<file path="src/rtl/ddr_global_pkg.sv">
// Shared types and constants for the DDR output serializer lane logic.
package ddr_global_pkg;

    // Lane operating mode, sampled only while the lane is idle.
    typedef enum logic [1:0] {
        MODE_DATA   = 2'd0,
        MODE_TOGGLE = 2'd1,
        MODE_PRBS7  = 2'd2,
        MODE_HOLD   = 2'd3
    } ddr_ser_mode_t;

    // Lane sequencer states.
    typedef enum logic [2:0] {
        ST_IDLE,
        ST_PRE,
        ST_DATA,
        ST_POST,
        ST_TGL,
        ST_PRBS
    } ddr_ser_state_t;

    localparam logic [6:0] PRBS7_SEED = 7'h7F;

    // One Fibonacci step of x^7+x^6+1; the new bit enters at bit 0.
    function automatic logic [6:0] prbs7_step(input logic [6:0] s);
        return {s[5:0], s[6] ^ s[5]};
    endfunction

endpackage

</file>
<file path="src/rtl/ddr_prbs7_2b.sv">
// PRBS7 generator producing two new bits per cycle. The bits shown on
// o_bit0/o_bit1 are the two that the next advance commits, so a seed load
// and an advance in the same cycle yield the first two bits after the seed.
module ddr_prbs7_2b
    import ddr_global_pkg::*;
(
    input  logic i_clk,
    input  logic i_rst,
    input  logic i_seed_ld,
    input  logic i_adv,
    output logic o_bit0,
    output logic o_bit1
);

    logic [6:0] lfsr;
    logic [6:0] base;
    logic [6:0] step1;
    logic [6:0] step2;

    // Look two steps ahead from either the seed or the current state.
    always_comb begin
        base   = i_seed_ld ? PRBS7_SEED : lfsr;
        step1  = prbs7_step(base);
        step2  = prbs7_step(step1);
        o_bit0 = step1[0];
        o_bit1 = step2[0];
    end

    // LFSR state: advance by two, or just reload the seed.
    always_ff @(posedge i_clk) begin
        // NOTE: state registers use non-blocking assignments so every flop
        // samples the pre-edge values, independent of block ordering.
        if (i_rst) begin
            lfsr <= PRBS7_SEED;
        end else if (i_adv) begin
            lfsr <= step2;
        end else if (i_seed_ld) begin
            lfsr <= PRBS7_SEED;
        end
    end

endmodule

</file>
<file path="src/rtl/ddr_2to1_lane_sched.sv">
// Per-lane sequencer for the 2:1 DDR output serializer. Frames parallel
// words with a toggle preamble and idle postamble, and can emit a toggle
// or PRBS7 training pattern. o_even/o_odd always show the current state's pair.
module ddr_2to1_lane_sched
    import ddr_global_pkg::*;
#(
    parameter int WIDTH = 8,
    parameter int CW    = 4
) (
    input  logic             i_clk,
    input  logic             i_rst,
    input  logic             i_en,
    input  logic [1:0]       i_mode,
    input  logic             i_idle_val,
    input  logic [CW-1:0]    i_pre_len,
    input  logic [CW-1:0]    i_post_len,
    input  logic [WIDTH-1:0] i_data,
    input  logic             i_data_valid,
    output logic             o_data_ready,
    output logic             o_even,
    output logic             o_odd,
    output logic             o_busy
);

    localparam int NPAIR = WIDTH / 2;
    localparam int IW    = (NPAIR > 1) ? $clog2(NPAIR) : 1;
    localparam logic [IW-1:0] LAST_IDX = IW'(NPAIR - 1);

    ddr_ser_state_t state, state_nxt;
    ddr_ser_mode_t  mode;
    logic [CW-1:0]    cnt, cnt_nxt;
    logic [CW:0]      cnt_inc;
    logic [IW-1:0]    idx, idx_nxt;
    logic [WIDTH-1:0] shreg, shreg_nxt;
    logic             even_nxt, odd_nxt;
    logic             pre_last, post_last, accept;
    logic             seed_ld, adv, prbs_b0, prbs_b1;

    assign mode      = ddr_ser_mode_t'(i_mode);
    // Wider compare so a length shrinking mid-phase cannot make the count wrap.
    assign cnt_inc   = {1'b0, cnt} + {{CW{1'b0}}, 1'b1};
    assign pre_last  = cnt_inc >= {1'b0, i_pre_len};
    assign post_last = cnt_inc >= {1'b0, i_post_len};
    assign accept    = o_data_ready && i_data_valid;

    ddr_prbs7_2b u_prbs (
        .i_clk     (i_clk),
        .i_rst     (i_rst),
        .i_seed_ld (seed_ld),
        .i_adv     (adv),
        .o_bit0    (prbs_b0),
        .o_bit1    (prbs_b1)
    );

    // Ready is offered in the cycle whose edge loads pair 0 of the next word.
    always_comb begin
        o_data_ready = 1'b0;
        if (!i_rst) begin
            case (state)
                ST_IDLE: o_data_ready = i_en && (mode == MODE_DATA) && (i_pre_len == '0);
                ST_PRE:  o_data_ready = pre_last;
                ST_DATA: o_data_ready = (idx == LAST_IDX) && i_en;
                default: o_data_ready = 1'b0;
            endcase
        end
    end

    // Next state, counters, shift register and next output pair.
    always_comb begin
        // NOTE: every variable gets a default first so no path leaves it
        // unassigned, which would otherwise infer a latch.
        state_nxt = state;
        cnt_nxt   = cnt;
        idx_nxt   = idx;
        shreg_nxt = shreg;
        even_nxt  = i_idle_val;
        odd_nxt   = i_idle_val;
        seed_ld   = 1'b0;
        adv       = 1'b0;

        case (state)
            ST_IDLE: begin
                if (i_en) begin
                    case (mode)
                        MODE_DATA: begin
                            if (accept) begin
                                state_nxt = ST_DATA;
                            end else if (i_data_valid) begin
                                state_nxt = ST_PRE;
                                cnt_nxt   = '0;
                                even_nxt  = 1'b1;
                                odd_nxt   = 1'b0;
                            end
                        end
                        MODE_TOGGLE: begin
                            state_nxt = ST_TGL;
                            even_nxt  = 1'b1;
                            odd_nxt   = 1'b0;
                        end
                        MODE_PRBS7: begin
                            state_nxt = ST_PRBS;
                            seed_ld   = 1'b1;
                            adv       = 1'b1;
                            even_nxt  = prbs_b0;
                            odd_nxt   = prbs_b1;
                        end
                        default: state_nxt = ST_IDLE;
                    endcase
                end
            end
            ST_PRE: begin
                if (pre_last) begin
                    // A missing word here is a protocol violation; fall back to idle.
                    state_nxt = accept ? ST_DATA : ST_IDLE;
                end else begin
                    cnt_nxt  = cnt + 1'b1;
                    even_nxt = 1'b1;
                    odd_nxt  = 1'b0;
                end
            end
            ST_DATA: begin
                if (idx != LAST_IDX) begin
                    idx_nxt   = idx + 1'b1;
                    even_nxt  = shreg[0];
                    odd_nxt   = shreg[1];
                    shreg_nxt = {2'b00, shreg[WIDTH-1:2]};
                end else if (!accept) begin
                    state_nxt = (i_post_len != '0) ? ST_POST : ST_IDLE;
                    cnt_nxt   = '0;
                end
            end
            ST_POST: begin
                if (post_last) state_nxt = ST_IDLE;
                else           cnt_nxt   = cnt + 1'b1;
            end
            ST_TGL: begin
                if (i_en) begin
                    even_nxt = 1'b1;
                    odd_nxt  = 1'b0;
                end else begin
                    state_nxt = ST_IDLE;
                end
            end
            ST_PRBS: begin
                if (i_en) begin
                    adv      = 1'b1;
                    even_nxt = prbs_b0;
                    odd_nxt  = prbs_b1;
                end else begin
                    state_nxt = ST_IDLE;
                end
            end
            default: state_nxt = ST_IDLE;
        endcase

        // Any accepted word starts a fresh pass through the shift register.
        if (accept) begin
            state_nxt = ST_DATA;
            idx_nxt   = '0;
            even_nxt  = i_data[0];
            odd_nxt   = i_data[1];
            shreg_nxt = {2'b00, i_data[WIDTH-1:2]};
        end
    end

    // State, counters and registered serializer outputs.
    always_ff @(posedge i_clk) begin
        if (i_rst) begin
            state  <= ST_IDLE;
            cnt    <= '0;
            idx    <= '0;
            shreg  <= '0;
            o_even <= 1'b0;
            o_odd  <= 1'b0;
            o_busy <= 1'b0;
        end else begin
            state  <= state_nxt;
            cnt    <= cnt_nxt;
            idx    <= idx_nxt;
            shreg  <= shreg_nxt;
            o_even <= even_nxt;
            o_odd  <= odd_nxt;
            o_busy <= (state_nxt != ST_IDLE);
        end
    end

endmodule

</file>
<file path="config.mk">
export PLATFORM = sky130hd
export DESIGN_NAME = ddr_2to1_lane_sched
export DESIGN_NICKNAME = d
export VERILOG_FILES = /design/src/rtl/ddr_global_pkg.sv /design/src/rtl/ddr_prbs7_2b.sv /design/src/rtl/ddr_2to1_lane_sched.sv
export SDC_FILE = /design/constraint.sdc
export NUM_CORES = 1
export LEC_CHECK = 0
export ABC_AREA = 1
export CAP_MARGIN = 20
export CELL_PAD_IN_SITES_DETAIL_PLACEMENT = 0
export CELL_PAD_IN_SITES_GLOBAL_PLACEMENT = 1
export CORE_MARGIN = 4
export CORE_UTILIZATION = 40
export CTS_CLUSTER_SIZE = 20
export DETAILED_ROUTE_END_ITERATION = 7
export PLACE_DENSITY_LB_ADDON = 0.3
export SYNTH_ARGS = -nofsm -noshare
export SYNTH_HDL_FRONTEND = slang
export SYNTH_SLANG_ARGS = --single-unit
</file>
<file path="constraint.sdc">
create_clock -name i_clk -period 4.9 [get_ports i_clk]
set_clock_uncertainty 0.05 [all_clocks]
set_input_delay 0.98 -clock i_clk [delete_from_list [all_inputs] [get_ports i_clk]]
set_output_delay 0.98 -clock i_clk [all_outputs]
set_load 0.05 [all_outputs]
</file>
==> Word-level counts from Yosys, hierarchy flattened <==
Index checks and enable logic that the tools add are counted.
{ "totals": {"reg_bits": 25, "output_inout_bits": 4, "wordCells": 98} }
{ "classes": {"addsub": 3, "n_lt_le_gt_ge": 2, "eq_ne": 17, "muxes": 49, "bitwise": 2, "n_reduce_logical": 17} }
{ "op_table": {"columns": ["op", "count"], "rows": [
  ["$mux 4", 8],
  ["$mux 3", 7],
  ["$mux 1", 19],
  ["$mux 6", 3],
  ["$ne 2x2->1 const B", 9],
  ["$pmux 4 s4", 1],
  ["$pmux 3 s5", 1],
  ["$mux 7", 2],
  ["$ge 5x4->1", 2],
  ["$pmux 1 s5", 2],
  ["$pmux 1 s3", 3],
  ["$pmux 3 s3", 1],
  ["$reduce_and 9->1", 1],
  ["$reduce_bool 4->1", 2],
  ["$eq 3x2->1 const B", 2],
  ["$eq 3x3->1 const B", 2],
  ["$add 4x1->5 const B", 1],
  ["$add 4x1->4 const B", 1],
  ["$eq 2x2->1 const B", 2],
  ["$logic_and 1x1->1", 4],
  ["$logic_not 4->1", 1],
  ["$reduce_and 2->1", 2],
  ["$reduce_bool 2->1", 2],
  ["$reduce_or 2->1", 2],
  ["9 further kinds", 10]
]} }

==> Longest topological paths before layout <==
Gate-level depths: netlist of run 1.
{ "logic_depth": {"ltp_word": 10, "mapped_depth": 17, "depth_no_buf": 17} }

==> Modules after synthesis <==
Synthesis of run 1 repeated with hierarchy kept, for this count alone.
{ "unflattened": {"cells_unflattened": 287, "hier_area_um2": 1819.2} }
{ "modules_own_cells": {"columns": ["mod", "n_inst", "cells_per_inst", "area_per_inst_um2", "seq_area_each_um2"], "rows": [
  ["ddr_2to1_lane_sched", 1, 247, 1503.9, 360.3],
  ["ddr_prbs7_2b", 1, 40, 315.3, 140.1]
]} }

==> Worst setup path after synthesis of run 1 <==
OpenSTA, ideal clock, no wires.
{ "synth_path": {"kind": "input to output", "from": "in i_pre_len[2]", "to": "out o_data_ready", "t_arrival_ps": 2444, "t_required_ps": 3870, "path_slack_ps": 1426, "path_stages": 12, "cell_sequence": "inv_1 > ha_1 > nand2_1 > inv_1 > nand2_1 > nand2_1 > nand2_1 > nand2_1 > nand2_1 > nand2_2 > inv_1 > nor2_1"} }
{ "synth_via": {"elab_chain_cells": 4} }
{ "synth_lines": {"columns": ["element", "line", "source"], "rows": [
  ["start, declared", "ddr_2to1_lane_sched.sv:15", "input logic [CW-1:0] i_pre_len,"],
  ["branches (longest 2 deep; another with $ge 5x4->1)", null, null],
  ["$pmux 1 s3 *", "ddr_2to1_lane_sched.sv:59", "case (state)"],
  ["$mux 1 *", "ddr_2to1_lane_sched.sv:58", "if (!i_rst) begin"],
  ["end, declared", "ddr_2to1_lane_sched.sv:19", "output logic o_data_ready,"]
]} }
Mark *: on every way between the ends.

==> Final worst setup path of run 1 <==
Same ends and word-level chain as after synthesis.

==> impl_metrics.json, run 1 <==
{
  "finalWirelength_um": 3981,
  "cpPeakStageDelay_ps": 810,
  "insertion_delay_ps": 280,
  "final-setup-viol-count": 0,
  "critPathCaptureType": "primary output",
  "fmax_ghz": 0.2331,
  "gp_congestion": 0.8632,
  "global_route.usage.total_pct": 16.11,
  "drv_slew": 0,
  "swShare_pct": 32.70,
  "cts_setup_buffers": 0,
  "combinationalPowerShare_pct": 27.6,
  "intPower_w": 0.0003278,
  "net-switching-power_w": 0.0001593,
  "final_layout_size_suffix_gt1_share_pct": 5.822,
  "finalCritPeriodShare_pct": 87.56,
  "drtIter0Drc": 77,
  "detailed_place_hpwl_um": 3129,
  "crit_type": "in2out",
  "timing.max_slew.rel_slack_pct": 66.44,
  "worstPathCellList": "clkdlybuf4s50_1 > inv_1 > ha_1 > nand2_1 > inv_1 > nand2_1 > nand2_1 > nand2_1 > nand2_1 > nand2_1 > nand2_2 > inv_1 > nor2_1 > clkdlybuf4s50_1",
  "area_delta_synth_final_pct": 19.49,
  "layout.cells.most_common": "sky130_fd_sc_hd__nand2_1",
  "drc": 0,
  "path_delay_family": "buffers and inverters",
  "static-leakage-power_nw": 1.013,
  "cts_repair_resize_count": 0,
  "cp_slowest_cell": "sky130_fd_sc_hd__clkdlybuf4s50_1",
  "die_footprint_sq_um": 5506,
  "cts.sink_count": 25,
  "mappedNetlistArea_sq_um": 1753,
  "ir_worst_vdd_mv": 0.1283,
  "layout_min_cycle_time_ps": 4290,
  "least_margin_pin_slew_ps": 501.8,
  "filler_cells": 407,
  "clk_pin_slew_ps": 100,
  "die_x_um": 74.20,
  "antennaDiodeCount": 0,
  "postCtsHoldBufs": 0,
  "vias": 1693,
  "post_drt_via_cell_ratio": 4.950,
  "seqPwrFrac_pct": 46.1,
  "worstHoldPathType": "reg2reg",
  "initial_utilization_pct": 42.60,
  "top_level_ports": 27,
  "hold_viol": 0,
  "clkPwrFrac_pct": 26.3,
  "grt_setup_unrepaired": "false",
  "synthesis.area_per_instance_sq_um": 6.590,
  "worst_setup_path_start_kind": "primary input",
  "area_of_the_multi_input_gates_sq_um": 1057,
  "first_global_vias": 1694,
  "timing.rr.start": "cnt[0]$_SDFFE_PP0P_",
  "yosys_warnings": 0,
  "worstPathRequired_ps": 3870,
  "worst_setup_path_startpoint": "i_pre_len[2]",
  "synth-seq-cells": 25,
  "maxCapViolCount": 0,
  "clockBufferDepth": 2,
  "critical_path_buf_inv_count": 5,
  "run_status": "complete, no violations",
  "place.port_buffers": 26,
  "grt_start_max_net_pins": 16,
  "postRouteAntennaNets": 0,
  "cts_inserted_buffers": 3,
  "dr.pass1.iters": 4,
  "tns_ps": 0,
  "grt.overflow.total": 0,
  "cts-htree-levels": 1,
  "core-area_sq_um": 4115,
  "dpl_cell_area_sq_um": 2046,
  "design.final.nets": 330,
  "cts-root-buf": "sky130_fd_sc_hd__clkbuf_8",
  "netlist-cell-type-count": 30,
  "die_h_um": 74.20,
  "post_synth_edffs": 0,
  "worst_hold_slack_across_all_endpoints_ps": 418.9,
  "seqCellArea_sq_um": 500.5,
  "yosysSeqAreaShare_pct": 28.55,
  "post-route-cell-area_sq_um": 2095,
  "synth_ff_type": "sky130_fd_sc_hd__dfxtp_1",
  "arrival_time_of_the_worst_setup_path_ps": 3260,
  "power_w": 0.0004871,
  "path_max_fanout": 4,
  "p_per_area_nw_per_um2": 232.6,
  "drt-wirelength-per-cell_um": 11.64,
  "syn-instance-count": 266,
  "path_common_cell": "sky130_fd_sc_hd__nand2_1",
  "final_core_util_pct": 50.90,
  "hold_path.startpoint": "shreg[5]$_SDFFE_PP0P_",
  "wire_length_of_the_first_global_routing_pass_um": 7155,
  "synth.net_count": 303,
  "antenna_violations_before_repair": 0,
  "final_cell_mix": "sky130_fd_sc_hd__nand2_1, sky130_fd_sc_hd__inv_1, sky130_fd_sc_hd__nor2_1, sky130_fd_sc_hd__clkdlybuf4s50_1, sky130_fd_sc_hd__dfxtp_1",
  "synthArstFlopShare_pct": 0,
  "cts_tree": "yes",
  "rows": 23
}
-- worst reg2reg max path, stage by stage, from the launching register on --
cell and delay, ps:
sky130_fd_sc_hd__dfxtp_1 470, sky130_fd_sc_hd__ha_1 230, sky130_fd_sc_hd__xor2_1 290, sky130_fd_sc_hd__ha_1 310, sky130_fd_sc_hd__a21oi_1 140, sky130_fd_sc_hd__nand2_1 60, sky130_fd_sc_hd__nand2_1 50, sky130_fd_sc_hd__nand2_1 100
sky130_fd_sc_hd__nand2_1 90, sky130_fd_sc_hd__nand2_2 90, sky130_fd_sc_hd__nand3_4 140, sky130_fd_sc_hd__nand2_1 120, sky130_fd_sc_hd__a21oi_1 200, sky130_fd_sc_hd__nor2_1 60, sky130_fd_sc_hd__nand2_1 80
-- logic make-up (layout without fill, tap and decap cells) --
kind of cell,count (synthesis),in the layout,share of synthesized area [%]
simple gates,140,140,36.26
flops,25,25,28.55
xor+xnor,4,4,1.999
compound gates,35,35,12.06
buf+inv,48,74,11.14
fa+ha+maj,14,14,9.993
-- worst paths after layout --
check	endpoint	slack, ps	cells past startpoint
worst min register to register	shreg[5]$_SDFFE_PP0P_	420	2
worst max-delay path	o_data_ready	610	14
worst min-delay path	shreg[5]$_SDFFE_PP0P_	420	2
worst max register to register	o_busy$_SDFF_PP0_	2380	14
-- synthesized netlist by cell type, drive strengths merged (2+ instances only) --
cell type	number	area share, %
a21oi	12	3.4
a31oi	4	1.4
buf	2	1.1
clkbuf	2	0.64
dfxtp	25	29
ha	14	10
inv	44	9.4
nand2	77	17
nand3	21	7.0
nand4	6	2.1
nor2	28	6.3
nor3	4	2.4
o211ai	6	2.6
o21ai	8	2.3
o221ai	3	1.5
or2	2	0.71
xor2	3	1.5
-- flip-flops by register name (all words and copies together), names as in the netlist --
register,count
o_even,1
cnt,4
shreg,6
o_odd,1
u_prbs.lfsr,7
o_busy,1
state,3
idx,2
-- power groups by stage --
stage               sequential (W)  combinational, W  clock (W)
floorplan                 0.000236         0.0000824          0
finish                    0.000225          0.000134   0.000128
global placement          0.000229          0.000136          0
global route              0.000226          0.000154   0.000142
detailed placement        0.000229          0.000135          0
CTS                       0.000225          0.000135   0.000132
-- metrics by stage --
step                setup WS, ps  instances
finish                     609.6        342
global route               430.6        342
CTS                        599.8        342
detailed placement         611.0        338
global placement           626.4        338
floorplan                   1426        266
-- area by class of cell --
cell class / instances / share of cell area [%]
multi-input cells: 193 / 50.48
flip-flops and latches: 25 / 23.89
repair buffers: 26 / 12.43
inverters: 44 / 7.885
well taps: 50 / 2.987
clock buffers: 3 / 1.971
clock inverters: 1 / 0.3584
-- per-layer routing --
metal	up-vias	GRT usage (%)	part of all wire (%)
met4	0	6.640	2.0
met1	727	21.29	50
met3	10	2.973	4.5
met2	39	25.79	44
met5	-	0	0
li1	917	-	-
Note: power is estimated with default switching activity, not from simulation.
==> run 2: changes to the inputs <==
--- a/config.mk
+++ b/config.mk
@@ -10,7 +10,7 @@
 export CELL_PAD_IN_SITES_DETAIL_PLACEMENT = 0
 export CELL_PAD_IN_SITES_GLOBAL_PLACEMENT = 1
 export CORE_MARGIN = 4
-export CORE_UTILIZATION = 40
+export CORE_UTILIZATION = 41
 export CTS_CLUSTER_SIZE = 20
 export DETAILED_ROUTE_END_ITERATION = 7
 export PLACE_DENSITY_LB_ADDON = 0.3
==> impl_metrics.json, run 2 (synthesis gave the netlist of run 1 again) <==
{
  "run_status": "complete, no violations",
  "drtIter0Drc": 65,
  "finalWirelength_um": 4056,
  "postRouteAntennaNets": 0,
  "antennaDiodeCount": 0,
  "grt_start_max_net_pins": 15,
  "worst_setup_path_start_kind": "primary input",
  "cp_slowest_cell": "sky130_fd_sc_hd__clkdlybuf4s50_1",
  "fmax_ghz": 0.2339,
  "dpl_cell_area_sq_um": 2046,
  "setup.reg_to_reg.worst_slack_ps": 2360,
  "regMostFlops": "u_prbs.lfsr",
  "crit_type": "in2out",
  "insertion_delay_ps": 270,
  "path_max_fanout": 4,
  "largest_register_ff_count": 7,
  "path_common_cell": "sky130_fd_sc_hd__nand2_1",
  "design.final.nets": 330,
  "cts_setup_buffers": 0,
  "die_footprint_sq_um": 5385,
  "layout.cells.most_common": "sky130_fd_sc_hd__nand2_1",
  "finalCritPeriodShare_pct": 87.26,
  "ir_worst_vdd_mv": 0.1956,
  "critical_path.reg2reg.endpoint": "cnt[3]$_SDFFE_PP0P_",
  "rows": 23,
  "die_x_um": 73.39,
  "cts-root-buf": "sky130_fd_sc_hd__clkbuf_8",
  "placed_cells_incl_taps": 338,
  "p_per_area_nw_per_um2": 229.7,
  "clkPwrFrac_pct": 25.2,
  "net-switching-power_w": 0.0001538,
  "cpPeakStageDelay_ps": 810,
  "arrival_time_of_the_worst_setup_path_ps": 3250,
  "core-area_sq_um": 4058,
  "vias": 1743,
  "critPathCaptureType": "primary output",
  "cts.sink_count": 25,
  "maxCapViolCount": 0,
  "grt_setup_unrepaired": "false",
  "first_global_vias": 1562,
  "seqPwrFrac_pct": 46.7,
  "hold_path.startpoint": "shreg[4]$_SDFFE_PP0P_",
  "gp_congestion": 0.8419,
  "post_drt_via_cell_ratio": 5.096,
  "final_core_util_pct": 51.56,
  "layout_min_cycle_time_ps": 4276,
  "die_h_um": 73.39,
  "post-route-cell-area_sq_um": 2092,
  "static-leakage-power_nw": 1.016,
  "final_standard_cell_count_with_taps_included_and_fillers_excluded": 342,
  "path_delay_family": "buffers and inverters",
  "top_level_ports": 27,
  "hold-path-cell-count": 2,
  "clockBufferDepth": 2,
  "antenna_violations_before_repair": 0,
  "clk_pin_slew_ps": 90,
  "drc": 0,
  "global_route.usage.total_pct": 16.20,
  "combinationalPowerShare_pct": 28.1,
  "hold_viol": 0,
  "critical_path_buf_inv_count": 5,
  "drt-wirelength-per-cell_um": 11.86,
  "final_layout_size_suffix_gt1_share_pct": 5.822,
  "final_cell_mix": "sky130_fd_sc_hd__nand2_1, sky130_fd_sc_hd__inv_1, sky130_fd_sc_hd__nor2_1, sky130_fd_sc_hd__clkdlybuf4s50_1, sky130_fd_sc_hd__dfxtp_1",
  "area_delta_synth_final_pct": 19.34,
  "postCtsHoldBufs": 0,
  "least_margin_pin_slew_ps": 503.9,
  "worst_hold_path.endpoint": "shreg[4]$_SDFFE_PP0P_",
  "tns_ps": 0,
  "grt.overflow.total": 0,
  "worstPathCellList": "clkdlybuf4s50_1 > inv_1 > ha_1 > nand2_1 > inv_1 > nand2_1 > nand2_1 > nand2_1 > nand2_1 > nand2_1 > nand2_2 > inv_1 > nor2_1 > clkdlybuf4s50_1",
  "worstHoldPathType": "reg2reg",
  "detailed_place_hpwl_um": 3259,
  "worstRegToRegCells": 14,
  "drv_slew": 0,
  "cts-htree-levels": 1,
  "timing.rr.start": "cnt[0]$_SDFFE_PP0P_",
  "place.port_buffers": 26,
  "cts_inserted_buffers": 3,
  "final-setup-viol-count": 0,
  "timing.max_slew.rel_slack_pct": 66.30,
  "worstPathRequired_ps": 3870,
  "wire_length_of_the_first_global_routing_pass_um": 6948,
  "initial_utilization_pct": 43.20,
  "largest_registers": "u_prbs.lfsr (7), shreg (6), cnt (4)",
  "dr.pass1.iters": 4,
  "intPower_w": 0.0003268,
  "swShare_pct": 32.00,
  "cts_repair_resize_count": 0,
  "cts_tree": "yes"
}
-- run 2: changes by cell type in the layout (fill, tap and decap cells not counted), sizes merged --
cell	change
clkinv	+1
clkinvlp	-1
-- run 2: worst max-delay path by stage --
| stage | startpoint | to | slack [ps] | depth (start not counted) |
|---|---|---|---|---|
| 2_1_floorplan | i_pre_len[2] | o_data_ready | 1430 | 12 |
| 3_3_place_gp | i_pre_len[2] | o_data_ready | 640 | 14 |
| 3_5_place_dp | i_pre_len[2] | o_data_ready | 590 | 14 |
| 4_1_cts | i_pre_len[2] | o_data_ready | 590 | 14 |
| 5_1_grt | i_pre_len[2] | o_data_ready | 420 | 14 |
| 6_report | i_pre_len[2] | o_data_ready | 620 | 14 |
-- run 2: per-stage QoR --
step / hold slack, ps / total power, W / setup slack [ps]
3_3_place_gp: 400.0 / 0.0003651 / 639.1
3_5_place_dp: 402.5 / 0.0003654 / 591.4
5_1_grt: 433.9 / 0.0005160 / 424.0
4_1_cts: 416.3 / 0.0004860 / 592.3
6_report: 416.5 / 0.0004806 / 624.3
2_1_floorplan: 390.1 / 0.0003188 / 1426
-- run 2: power by group through the flow --
stage                     registers (W)  logic [W]  clock network (W)
after global placement         0.000229   0.000136                  0
final                          0.000224   0.000135           0.000121
after global routing           0.000226   0.000155           0.000135
after floorplan                0.000236  0.0000824                  0
after CTS                      0.000225   0.000136           0.000125
after detailed placement       0.000230   0.000136                  0
-- run 2: layout make-up --
type,count,area [sq um]
fill,430,1966
sequential,25,500.5
clock inverter,1,5.005
clock buffer,3,41.29
timing repair buffer,26,260.3
multi-input combinational,193,1057
inverter,44,165.2
tap,50,62.56
-- run 2: worst min-delay path, stage by stage, from the launching register on --
cell and delay (ps):
sky130_fd_sc_hd__dfxtp_1 320, sky130_fd_sc_hd__nand2_1 60, sky130_fd_sc_hd__a21oi_1 50
-- run 2: layer usage --
metal	wire length (um)	global-route usage (%)
met1	1931	20.97
met2	1912	26.91
met3	175	2.326
met4	36	6.640
met5	0	0
